--- src/rtl/reg_file_sb.sv ---
`default_nettype none
// ============================================================================
// Module   : reg_file_sb
// Brief    : 2R register file with an ALU write port, an independent load
//            writeback port, a per-register load scoreboard and optional bypass.
// Revision : 1.0 - initial release
// ============================================================================
module reg_file_sb #(
    parameter int ADDR_W = 4,
    parameter int DATA_W = 8,
    parameter int BYPASS = 1
) (
    input  logic                 clk,
    input  logic                 reset,
    input  logic                 wr_en,
    input  logic [ADDR_W-1:0]    wr_addr,
    input  logic [DATA_W-1:0]    wr_data,
    input  logic                 ld_issue,
    input  logic [ADDR_W-1:0]    ld_issue_addr,
    input  logic                 ld_wb_valid,
    input  logic [ADDR_W-1:0]    ld_wb_addr,
    input  logic [DATA_W-1:0]    ld_wb_data,
    input  logic [ADDR_W-1:0]    rd_addr_a,
    input  logic [ADDR_W-1:0]    rd_addr_b,
    output logic [DATA_W-1:0]    rd_data_a,
    output logic [DATA_W-1:0]    rd_data_b,
    output logic                 stall,
    output logic [DATA_W-1:0]    r0_out,
    output logic [DATA_W-1:0]    r1_out,
    output logic [DATA_W-1:0]    rlast_out,
    output logic [2**ADDR_W-1:0] busy_vec,
    output logic                 ld_conflict
);

    localparam int   N        = 2**ADDR_W;
    localparam logic C_BYPASS = (BYPASS != 0);

    logic [DATA_W-1:0] r_regs [N];
    logic [N-1:0]      r_busy;
    logic              r_ld_conflict;

    logic [N-1:0]      w_busy_next;
    logic              w_conflict;
    logic              w_wb_hit_a;
    logic              w_wb_hit_b;
    logic              w_wr_hit_a;
    logic              w_wr_hit_b;
    logic              w_wb_over_wr;

    // A returning load owns its address this cycle, so the ALU write yields.
    assign w_wb_over_wr = ld_wb_valid && (ld_wb_addr == wr_addr);

    assign w_conflict = ld_issue && r_busy[ld_issue_addr]
                        && !(ld_wb_valid && (ld_wb_addr == ld_issue_addr));

    always_comb begin
        w_busy_next = r_busy;
        if (ld_wb_valid) begin
            w_busy_next[ld_wb_addr] = 1'b0;
        end
        if (ld_issue) begin
            w_busy_next[ld_issue_addr] = 1'b1;
        end
    end

    always_ff @(posedge clk) begin
        if (reset) begin
            for (int i = 0; i < N; i++) begin
                r_regs[i] <= '0;
            end
            r_busy        <= '0;
            r_ld_conflict <= 1'b0;
        end else begin
            if (ld_wb_valid) begin
                r_regs[ld_wb_addr] <= ld_wb_data;
            end
            if (wr_en && !w_wb_over_wr) begin
                r_regs[wr_addr] <= wr_data;
            end
            r_busy        <= w_busy_next;
            r_ld_conflict <= w_conflict;
        end
    end

    assign w_wb_hit_a = ld_wb_valid && (ld_wb_addr == rd_addr_a);
    assign w_wb_hit_b = ld_wb_valid && (ld_wb_addr == rd_addr_b);
    assign w_wr_hit_a = wr_en && (wr_addr == rd_addr_a);
    assign w_wr_hit_b = wr_en && (wr_addr == rd_addr_b);

    generate
        if (BYPASS != 0) begin : g_bypass
            assign rd_data_a = w_wb_hit_a ? ld_wb_data :
                               w_wr_hit_a ? wr_data    : r_regs[rd_addr_a];
            assign rd_data_b = w_wb_hit_b ? ld_wb_data :
                               w_wr_hit_b ? wr_data    : r_regs[rd_addr_b];
        end else begin : g_no_bypass
            assign rd_data_a = r_regs[rd_addr_a];
            assign rd_data_b = r_regs[rd_addr_b];
        end
    endgenerate

    // A forwarded load result satisfies the operand, so it no longer stalls.
    assign stall = (r_busy[rd_addr_a] && !(C_BYPASS && w_wb_hit_a))
                || (r_busy[rd_addr_b] && !(C_BYPASS && w_wb_hit_b));

    assign r0_out      = r_regs[0];
    assign r1_out      = r_regs[1];
    assign rlast_out   = r_regs[N-1];
    assign busy_vec    = r_busy;
    assign ld_conflict = r_ld_conflict;

endmodule
`default_nettype wire

--- config.mk ---
export PLATFORM = sky130hd
export DESIGN_NAME = reg_file_sb
export DESIGN_NICKNAME = d
export VERILOG_FILES = /design/src/rtl/reg_file_sb.sv
export SDC_FILE = /design/constraint.sdc
export NUM_CORES = 1
export LEC_CHECK = 0
export BUFFER_PORTS_ARGS = -buffer_cell sky130_fd_sc_hd__buf_2
export CAP_MARGIN = 20
export CORE_AREA = 2 2 142 144
export DETAILED_ROUTE_END_ITERATION = 10
export DIE_AREA = 0 0 144 146
export PLACE_DENSITY = 0.68
export RECOVER_POWER = 100
export REMOVE_ABC_BUFFERS = 1
export SYNTH_ARGS = -nofsm -noshare
export SYNTH_HDL_FRONTEND = slang
export SYNTH_SLANG_ARGS = --single-unit
--- constraint.sdc ---
create_clock -name clk -period 3.6 [get_ports clk]
set_clock_uncertainty 0.15 [all_clocks]
set_input_delay 0.72 -clock clk [delete_from_list [all_inputs] [get_ports clk]]
set_output_delay 0.72 -clock clk [all_outputs]
set_load 0.01 [all_outputs]
Word level (Yosys, flattened, before mapping)
Memories as Yosys holds them, arrays and structs flattened.
Index checks and enable logic that the tools add are counted.
Cells by class
  magnitude comparators: 6
  equality and inequality tests: 6
  multiplexer cells: 30
  bitwise gates (word level): 3
  reductions and logical operators: 20
Operators with widths (count)
  8-bit 2-to-1 mux: 6
  16-bit 2-to-1 mux: 2
  4-bit == test: 6
  4-bit by 5-bit < comparator with 1-bit output, second input constant: 4
  16-bit AND: 1
  16-bit inverter: 1
  16-bit OR: 1
  8-bit OR reduction: 2
  1-bit 2-to-1 mux: 15
  1-bit logical AND: 13
  1-bit binary-select mux with 4-bit select: 3
  1-bit demux with 4-bit select: 2
  4-bit by 1-bit >= comparator with 1-bit output, second input constant: 2
  4-bit 2-to-1 mux: 2
  1-bit zero test: 4
  1-bit logical OR: 1
Storage, ports and cells
  register bits: 17
  memory bits (writable): 128
  output and inout port bits: 58
  memories kept: 1
Memories
  r_regs: depth 16, width 8, rd ports 5, clocked after memory_dff 0, wr ports 16, line 38  | logic [DATA_W-1:0] r_regs [N];

Longest topological paths before layout
Gate-level depths: netlist (run 1).
  depth after elaboration: 9
  gate-level depth with buffers: 7
  depth with buffers taken out: 5

Worst setup path before layout (run 1)
Ideal clock, no wire load.
  path type: in2out
  start: in rd_addr_a[1]
  end: out rd_data_a[5]
  arrival: 2.050 ns
  required time: 2.730 ns
  path slack: 0.680 ns
  stages: 7
  buffers on the path: 2
  path through: buf_6 -> and2_1 -> clkbuf_1 -> a221oi_1 -> o21ai_0 -> and3_1 -> o31ai_1
Between the ends
  cells in the longest elaborated chain, start to end: 4
Ends and longest elaborated chain
  start: declaration: line 23  | input logic [ADDR_W-1:0] rd_addr_a,
  parallel branches: the longest is 3 deep, another holds memory read 16 x 8 bit
  8-bit 2-to-1 mux (*): line 92  | assign rd_data_a = w_wb_hit_a ? ld_wb_data :
  end: declaration: line 25  | output logic [DATA_W-1:0] rd_data_a,
Mark *: on every way between the ends.

Worst setup path in the final report (run 1)
  start: in rd_addr_b[3]
  end: out rd_data_b[1]
Between the ends
  cells in the longest elaborated chain, start to end: 4
Ends and longest elaborated chain
  start: declaration: line 24  | input logic [ADDR_W-1:0] rd_addr_b,
  parallel branches: the longest is 3 deep, another holds memory read 16 x 8 bit
  8-bit 2-to-1 mux (*): line 94  | assign rd_data_b = w_wb_hit_b ? ld_wb_data :
  end: declaration: line 26  | output logic [DATA_W-1:0] rd_data_b,
Marks and branches as above.

==> results of run 1 <==
[critical path, delay by kind of cell]
kind                   cells  cell delay, ns
AO/OA/AOI/OAI              3            0.92
AND/OR/NAND/NOR            1            0.26
multiplexers               1            0.09
buffers and inverters      3            0.66
[logic make-up after synthesis]
family	count (synthesis)	synth area share
mux	111	0.201
simple gates	185	0.104
buf+inv	85	0.0483
flops	145	0.439
compound gates	212	0.182
xor+xnor	24	0.0244
[stage by stage]
stage	setup slack (ns)	area (µm²)	utilization	hold slack, ns	instances
6_report	0.0724	10700	0.553	0.420	1114
5_1_grt	0.0168	10700	0.553	0.441	1114
4_1_cts	0.114	10800	0.557	0.413	1113
3_5_place_dp	0.121	10200	0.529	0.399	1081
3_3_place_gp	0.0979	10200	0.529	0.388	1081
2_1_floorplan	0.749	9070	-	0.366	679
[layout make-up]
type,count,area (µm²),area share
Multi-Input combinational cell,532,4860,0.455
Sequential cell,145,4180,0.392
Timing Repair Buffer,138,758,0.0710
Clock buffer,20,437,0.0409
Tap cell,265,332,0.0310
Clock inverter,12,111,0.0104
Inverter,2,7.51,0.000702
[power by group through the flow]
| stage | clock [mW] | combinational (mW) | sequential (mW) |
|---|---|---|---|
| 6_report | 1.67 | 0.766 | 2.02 |
| 3_5_place_dp | 0 | 0.763 | 2.05 |
| 4_1_cts | 1.66 | 0.766 | 2.01 |
| 2_1_floorplan | 0 | 0.387 | 2.02 |
| 3_3_place_gp | 0 | 0.752 | 2.04 |
| 5_1_grt | 1.74 | 0.809 | 2.02 |
[per-layer routing]
metal,up-vias,GRT usage
li1,3212,-
met1,3788,0.396
met2,644,0.465
met3,132,0.0513
met4,0,0.182
met5,-,0
[path summary, 6_finish.rpt]
path                        endpoint  cells past startpoint
max                     rd_data_b[1]                      8
min          busy_vec[15]$_SDFF_PP0_                      2
max reg2reg   ld_conflict$_SDFF_PP0_                      3
min reg2reg  busy_vec[15]$_SDFF_PP0_                      2
[sequential cells by signal, indices dropped and copies added (netlist names)]
| name | flops |
|---|---|
| busy_vec | 16 |
| ld_conflict | 1 |
| r_regs | 128 |
[cell usage in the layout (no fill, tap or decap), drive strengths merged, types with 3 or more instances in the layout]
cell type,n
o31ai,14
or3,5
o21ai,24
and2,5
a22oi,5
mux2i,32
a221oi,14
dfxtp,17
mux4,63
clkinvlp,5
nand3,10
edfxtp,128
inv,3
nor2b,15
nor3,8
xor2,15
a22o,131
nor3b,4
or3b,6
clkinv,5
nand2b,3
nand2,45
nor2,60
xnor2,9
mux2,16
buf,80
clkbuf,78
nor4,3
and3,18
a21oi,13
==> flow_metrics.tcl, run 1 <==
set metrics [dict create \
    outcome "finished clean" \
    clockBufferDepth 2 \
    start_kind "input port" \
    ys_ff_latch 145 \
    synth_top_cell_by_area "edfxtp_1" \
    cellInternalPower_mw 3.21 \
    ys_types 51 \
    die_height_um 146 \
    antenna_cells 0 \
    finalWeightedCongestion 0.952 \
    max_stage_delay_ns 0.47 \
    swShare 0.280 \
    path_class "input port to primary output" \
    syn_area_per_cell_um2 12.5 \
    vias 7776 \
    grt-ovfl-total 0 \
    io_buffers 98 \
    vdd_ir_drop_max_v 0.000335 \
    crit_slowest_cell "a221oi_1" \
    grt.total_usage 0.301 \
    ctsResizeCount 0 \
    p_clk_frac 0.375 \
    met2_length_um 14500 \
    cts-root-buf "clkbuf_16" \
    slew_violations 0 \
    crit_path_end_kind "primary output" \
    powerDensity_nw_per_um2 416 \
    grt_max_degree 36 \
    hpwlAfterDp_um 22100 \
    crit_fanout 7 \
    clkTransAtPathRegs_ns 0.07 \
    core_area_um2 19300 \
    layout-drive-gt1-share 0.249 \
    rsz0062_at_grt "no" \
    maxCapViolations 0 \
    drc 0 \
    critical_path_arrival_ns 2.66 \
    dr.pass1.iters 6 \
    switching_power_mw 1.24 \
    pin_count 99 \
    cts_tree "done" \
    p_comb_frac 0.172 \
    async_flop_share 0 \
    fill_cells 1624 \
    synthCells 762 \
    clock.fmax_mhz 283 \
    vias_per_cell 6.98 \
    area_growth_syn_to_layout_pct 12.2 \
    postCtsSetupBuffers 0 \
    cp_cell_sequence "buf_2, buf_4, mux2i_1, a221oi_1, o21ai_0, and3_1, o31ai_1, clkbuf_2" \
    h-tree-depth 4 \
    num_rows 51 \
    yosysMostFrequentCell "a22o_1" \
    hp-class "flip-flop to flip-flop" \
    r2r_start "busy_vec[15]$_SDFF_PP0_" \
    total_power_mw 4.45 \
    p_leak_nw 3.76 \
    first_iter_violations 897 \
    synth-main-ff-cell "edfxtp_1" \
    start_util 0.493 \
    grt_pass1_vias 7706 \
    final-hold-violation-count 0 \
    grt_pass1_wl_um 46400 \
    worst_slew_pin_slew_ns 0.957 \
    synth_edf_count 128 \
    die_area_um2 21000 \
    synth_commonest_cells "a22o_1, edfxtp_1, mux4_2" \
    dr.max_layer_used "met4" \
    setup_violations 0 \
    synth.cell_area_um2 9530 \
    wl_met3_um 3270 \
    critPathRequiredTime_ns 2.73 \
    hold_buffers 0 \
    min_from "busy_vec[15]$_SDFF_PP0_" \
    antenna_found_initial 0 \
    cts_buffers 17 \
    relSlewSlack 0.360 \
    cts.sinks 145 \
    r2r_setup_slack_ns 1.81 \
    layout.nets 877 \
    die_w_um 144 \
    insertion_delay_ns 0.44 \
    wl_per_cell_um 27.6 \
    fin_tns_setup_ns 0 \
    synth.area.top_cells "edfxtp_1, mux4_2, a22o_1" \
    antenna_left 0 \
    period_share 0.980 \
    drt-met1-wl_um 11100 \
    yosys_warnings 0 \
    fin_crit_ns 3.53 \
    synth_top_cell_area_share 0.403 \
    setup.worst_path.start "rd_addr_b[3]" \
    yosysSeqAreaShare 0.439 \
    seqPwrFrac 0.453 \
    drt_wl_total_um 30800 \
]
(Power assumes the default switching activity.)
==> run 2, diff against run 1 <==
--- a/config.mk
+++ b/config.mk
@@ -10,6 +10,7 @@
 export CORE_AREA = 2 2 142 144
 export DETAILED_ROUTE_END_ITERATION = 10
 export DIE_AREA = 0 0 144 146
+export MAX_ROUTING_LAYER = met4
 export PLACE_DENSITY = 0.68
 export RECOVER_POWER = 100
 export REMOVE_ABC_BUFFERS = 1
==> run 2 against run 1 <==
  * Routed wire length grew 0.58%
  * Flip-flop and latch count is the same
  * Core utilization grew 0.27 points
  * Die area is the same
  * Sequential power is essentially flat
  * Non-clock buffer count grew 4
  * Cell area grew 0.48%
  * Maximum frequency is essentially flat
  * Highest routed layer unchanged
  * Via count shrank 0.62%
  * Register-to-register slack gained 0.02 ns
==> flow_metrics.tcl, run 2 (synthesis gave the netlist of run 1 again) <==
set metrics [dict create \
    outcome "finished clean" \
    fin_tns_setup_ns 0 \
    crit_slowest_cell "o31ai_1" \
    io_buffers 98 \
    antenna_found_initial 1 \
    setup.worst_path.start "rd_addr_a[1]" \
    grt_max_degree 36 \
    final-hold-violation-count 0 \
    register_area_um2 4180 \
    critical_path_arrival_ns 2.66 \
    largest_register_ffs 128 \
    clockBufferDepth 2 \
    wl_per_cell_um 27.7 \
    relSlewSlack 0.351 \
    fin_crit_ns 3.53 \
    dr.pass1.iters 6 \
    clock.fmax_mhz 283 \
    reg2reg_to "ld_conflict$_SDFF_PP0_" \
    cts.sinks 145 \
    hp-class "flip-flop to flip-flop" \
    cp_cell_sequence "clkbuf_2, buf_12, xor2_1, nor3_1, nand3_1, buf_4, and3_1, o31ai_1, buf_2" \
    layout_common_cells "a22o_1, edfxtp_1, mux4_2" \
    area_growth_syn_to_layout_pct 12.7 \
    period_share 0.981 \
    grt_pass1_vias 7758 \
    start_util 0.493 \
    vdd_ir_drop_max_v 0.000342 \
    path_class "input port to primary output" \
    powerDensity_nw_per_um2 416 \
    drt_wl_total_um 31000 \
    num_rows 51 \
    insertion_delay_ns 0.44 \
    die_area_um2 21000 \
    layout-drive-gt1-share 0.253 \
    grt-ovfl-total 0 \
    layout_commonest_cell "a22o_1" \
    die_height_um 146 \
    r2r_setup_slack_ns 1.83 \
    h-tree-depth 4 \
    pin_count 99 \
    setup_slack_ns 0.0696 \
    die_w_um 144 \
    crit_path_end "rd_data_a[0]" \
    start_kind "input port" \
    clkTransAtPathRegs_ns 0.06 \
    vias_per_cell 6.91 \
    max_stage_delay_ns 0.39 \
    hpwlAfterDp_um 22500 \
    first_iter_violations 847 \
    grt.total_usage 0.309 \
    core_area_um2 19300 \
    cts_buffers 17 \
    ff2ff_path_depth 3 \
    r2r_start "busy_vec[14]$_SDFF_PP0_" \
    multi_input_area_um2 4870 \
    min_from "busy_vec[13]$_SDFF_PP0_" \
    drc 0 \
    crit_path_end_kind "primary output" \
    rsz0062_at_grt "no" \
    fill_cells 1667 \
    final_core_util 0.555 \
    slew_violations 0 \
    regMostFlops "r_regs" \
    p_leak_nw 3.78 \
    cts_tree "done" \
    cts-root-buf "clkbuf_16" \
    antenna_left 0 \
    finalWeightedCongestion 0.993 \
    vias 7728 \
    maxCapViolations 0 \
    critPathRequiredTime_ns 2.73 \
    dp_slack_ns 0.0733 \
    worst_slew_pin_slew_ns 0.969 \
    grt_pass1_wl_um 46100 \
    setup_violations 0 \
    layout.nets 881 \
    crit_fanout 16 \
]
[run 2: cell count changes in the layout (fill, tap and decap cells not counted), moves of 2 or more]
cell      change
clkbuf_4      +2
clkinv_2      +2
buf_6         -2
clkinv_4      -2
buf_4         +5
buf_2         -3
[run 2: routing by layer]
metal | part of all wire | up-vias | routed length (µm) | GRT usage
met5 | 0 | - | 0 | -
met4 | 0.063 | 0 | 1960 | 0.189
met3 | 0.086 | 155 | 2660 | 0.0638
met2 | 0.48 | 527 | 14800 | 0.476
met1 | 0.37 | 3827 | 11500 | 0.373
li1 | - | 3219 | - | -
[run 2: worst min path at each step]
stage	slack, ns	endpoint	cells past startpoint
2_1_floorplan	0.37	busy_vec[15]$_SDFF_PP0_	2
3_3_place_gp	0.38	busy_vec[13]$_SDFF_PP0_	2
4_1_cts	0.39	busy_vec[13]$_SDFF_PP0_	2
5_1_grt	0.41	busy_vec[13]$_SDFF_PP0_	2
6_report	0.38	busy_vec[13]$_SDFF_PP0_	2
3_5_place_dp	0.38	busy_vec[13]$_SDFF_PP0_	2
[run 2: power by group]
part | switching (mW) | total (mW) | internal, mW
sequential | 0.0749 | 2.01 | 1.94
clock | 0.741 | 1.68 | 0.943
combinational | 0.453 | 0.773 | 0.320
total | 1.27 | 4.47 | 3.20
[run 2: worst max-delay path, delay by kind of cell]
kind	cells	cell delay (ns)
buf+inv	4	0.87
simple gates	3	0.51
compound gates	1	0.39
xor+xnor	1	0.14
[run 2: area by class of cell]
class / count / share of cell area
Sequential cell: 145 / 0.390
Timing Repair Buffer: 142 / 0.0741
Inverter: 2 / 0.000699
Tap cell: 265 / 0.0309
Clock inverter: 14 / 0.0108
Clock buffer: 18 / 0.0400
Antenna cell: 1 / 0.000233
Multi-Input combinational cell: 532 / 0.454
[run 2: repair_timing]
item | CTS | global route
endpoints found under the setup margin | 0 | 9
gates resized for setup | 0 | 5
hold endpoints to repair | 0 | 0
buffers inserted | 0 | 2
hold buffers | 0 | 0
[run 2: stage by stage]
| stage | std cells | hold WS [ns] | power [mW] | instance area [µm²] |
|---|---|---|---|---|
| 5_1_grt | 1119 | 0.410 | 4.58 | 10700 |
| 6_report | 1119 | 0.382 | 4.47 | 10700 |
| 2_1_floorplan | 679 | 0.366 | 2.41 | 9070 |
| 3_3_place_gp | 1083 | 0.383 | 2.79 | 10300 |
| 3_5_place_dp | 1083 | 0.379 | 2.81 | 10300 |
| 4_1_cts | 1115 | 0.391 | 4.45 | 10800 |
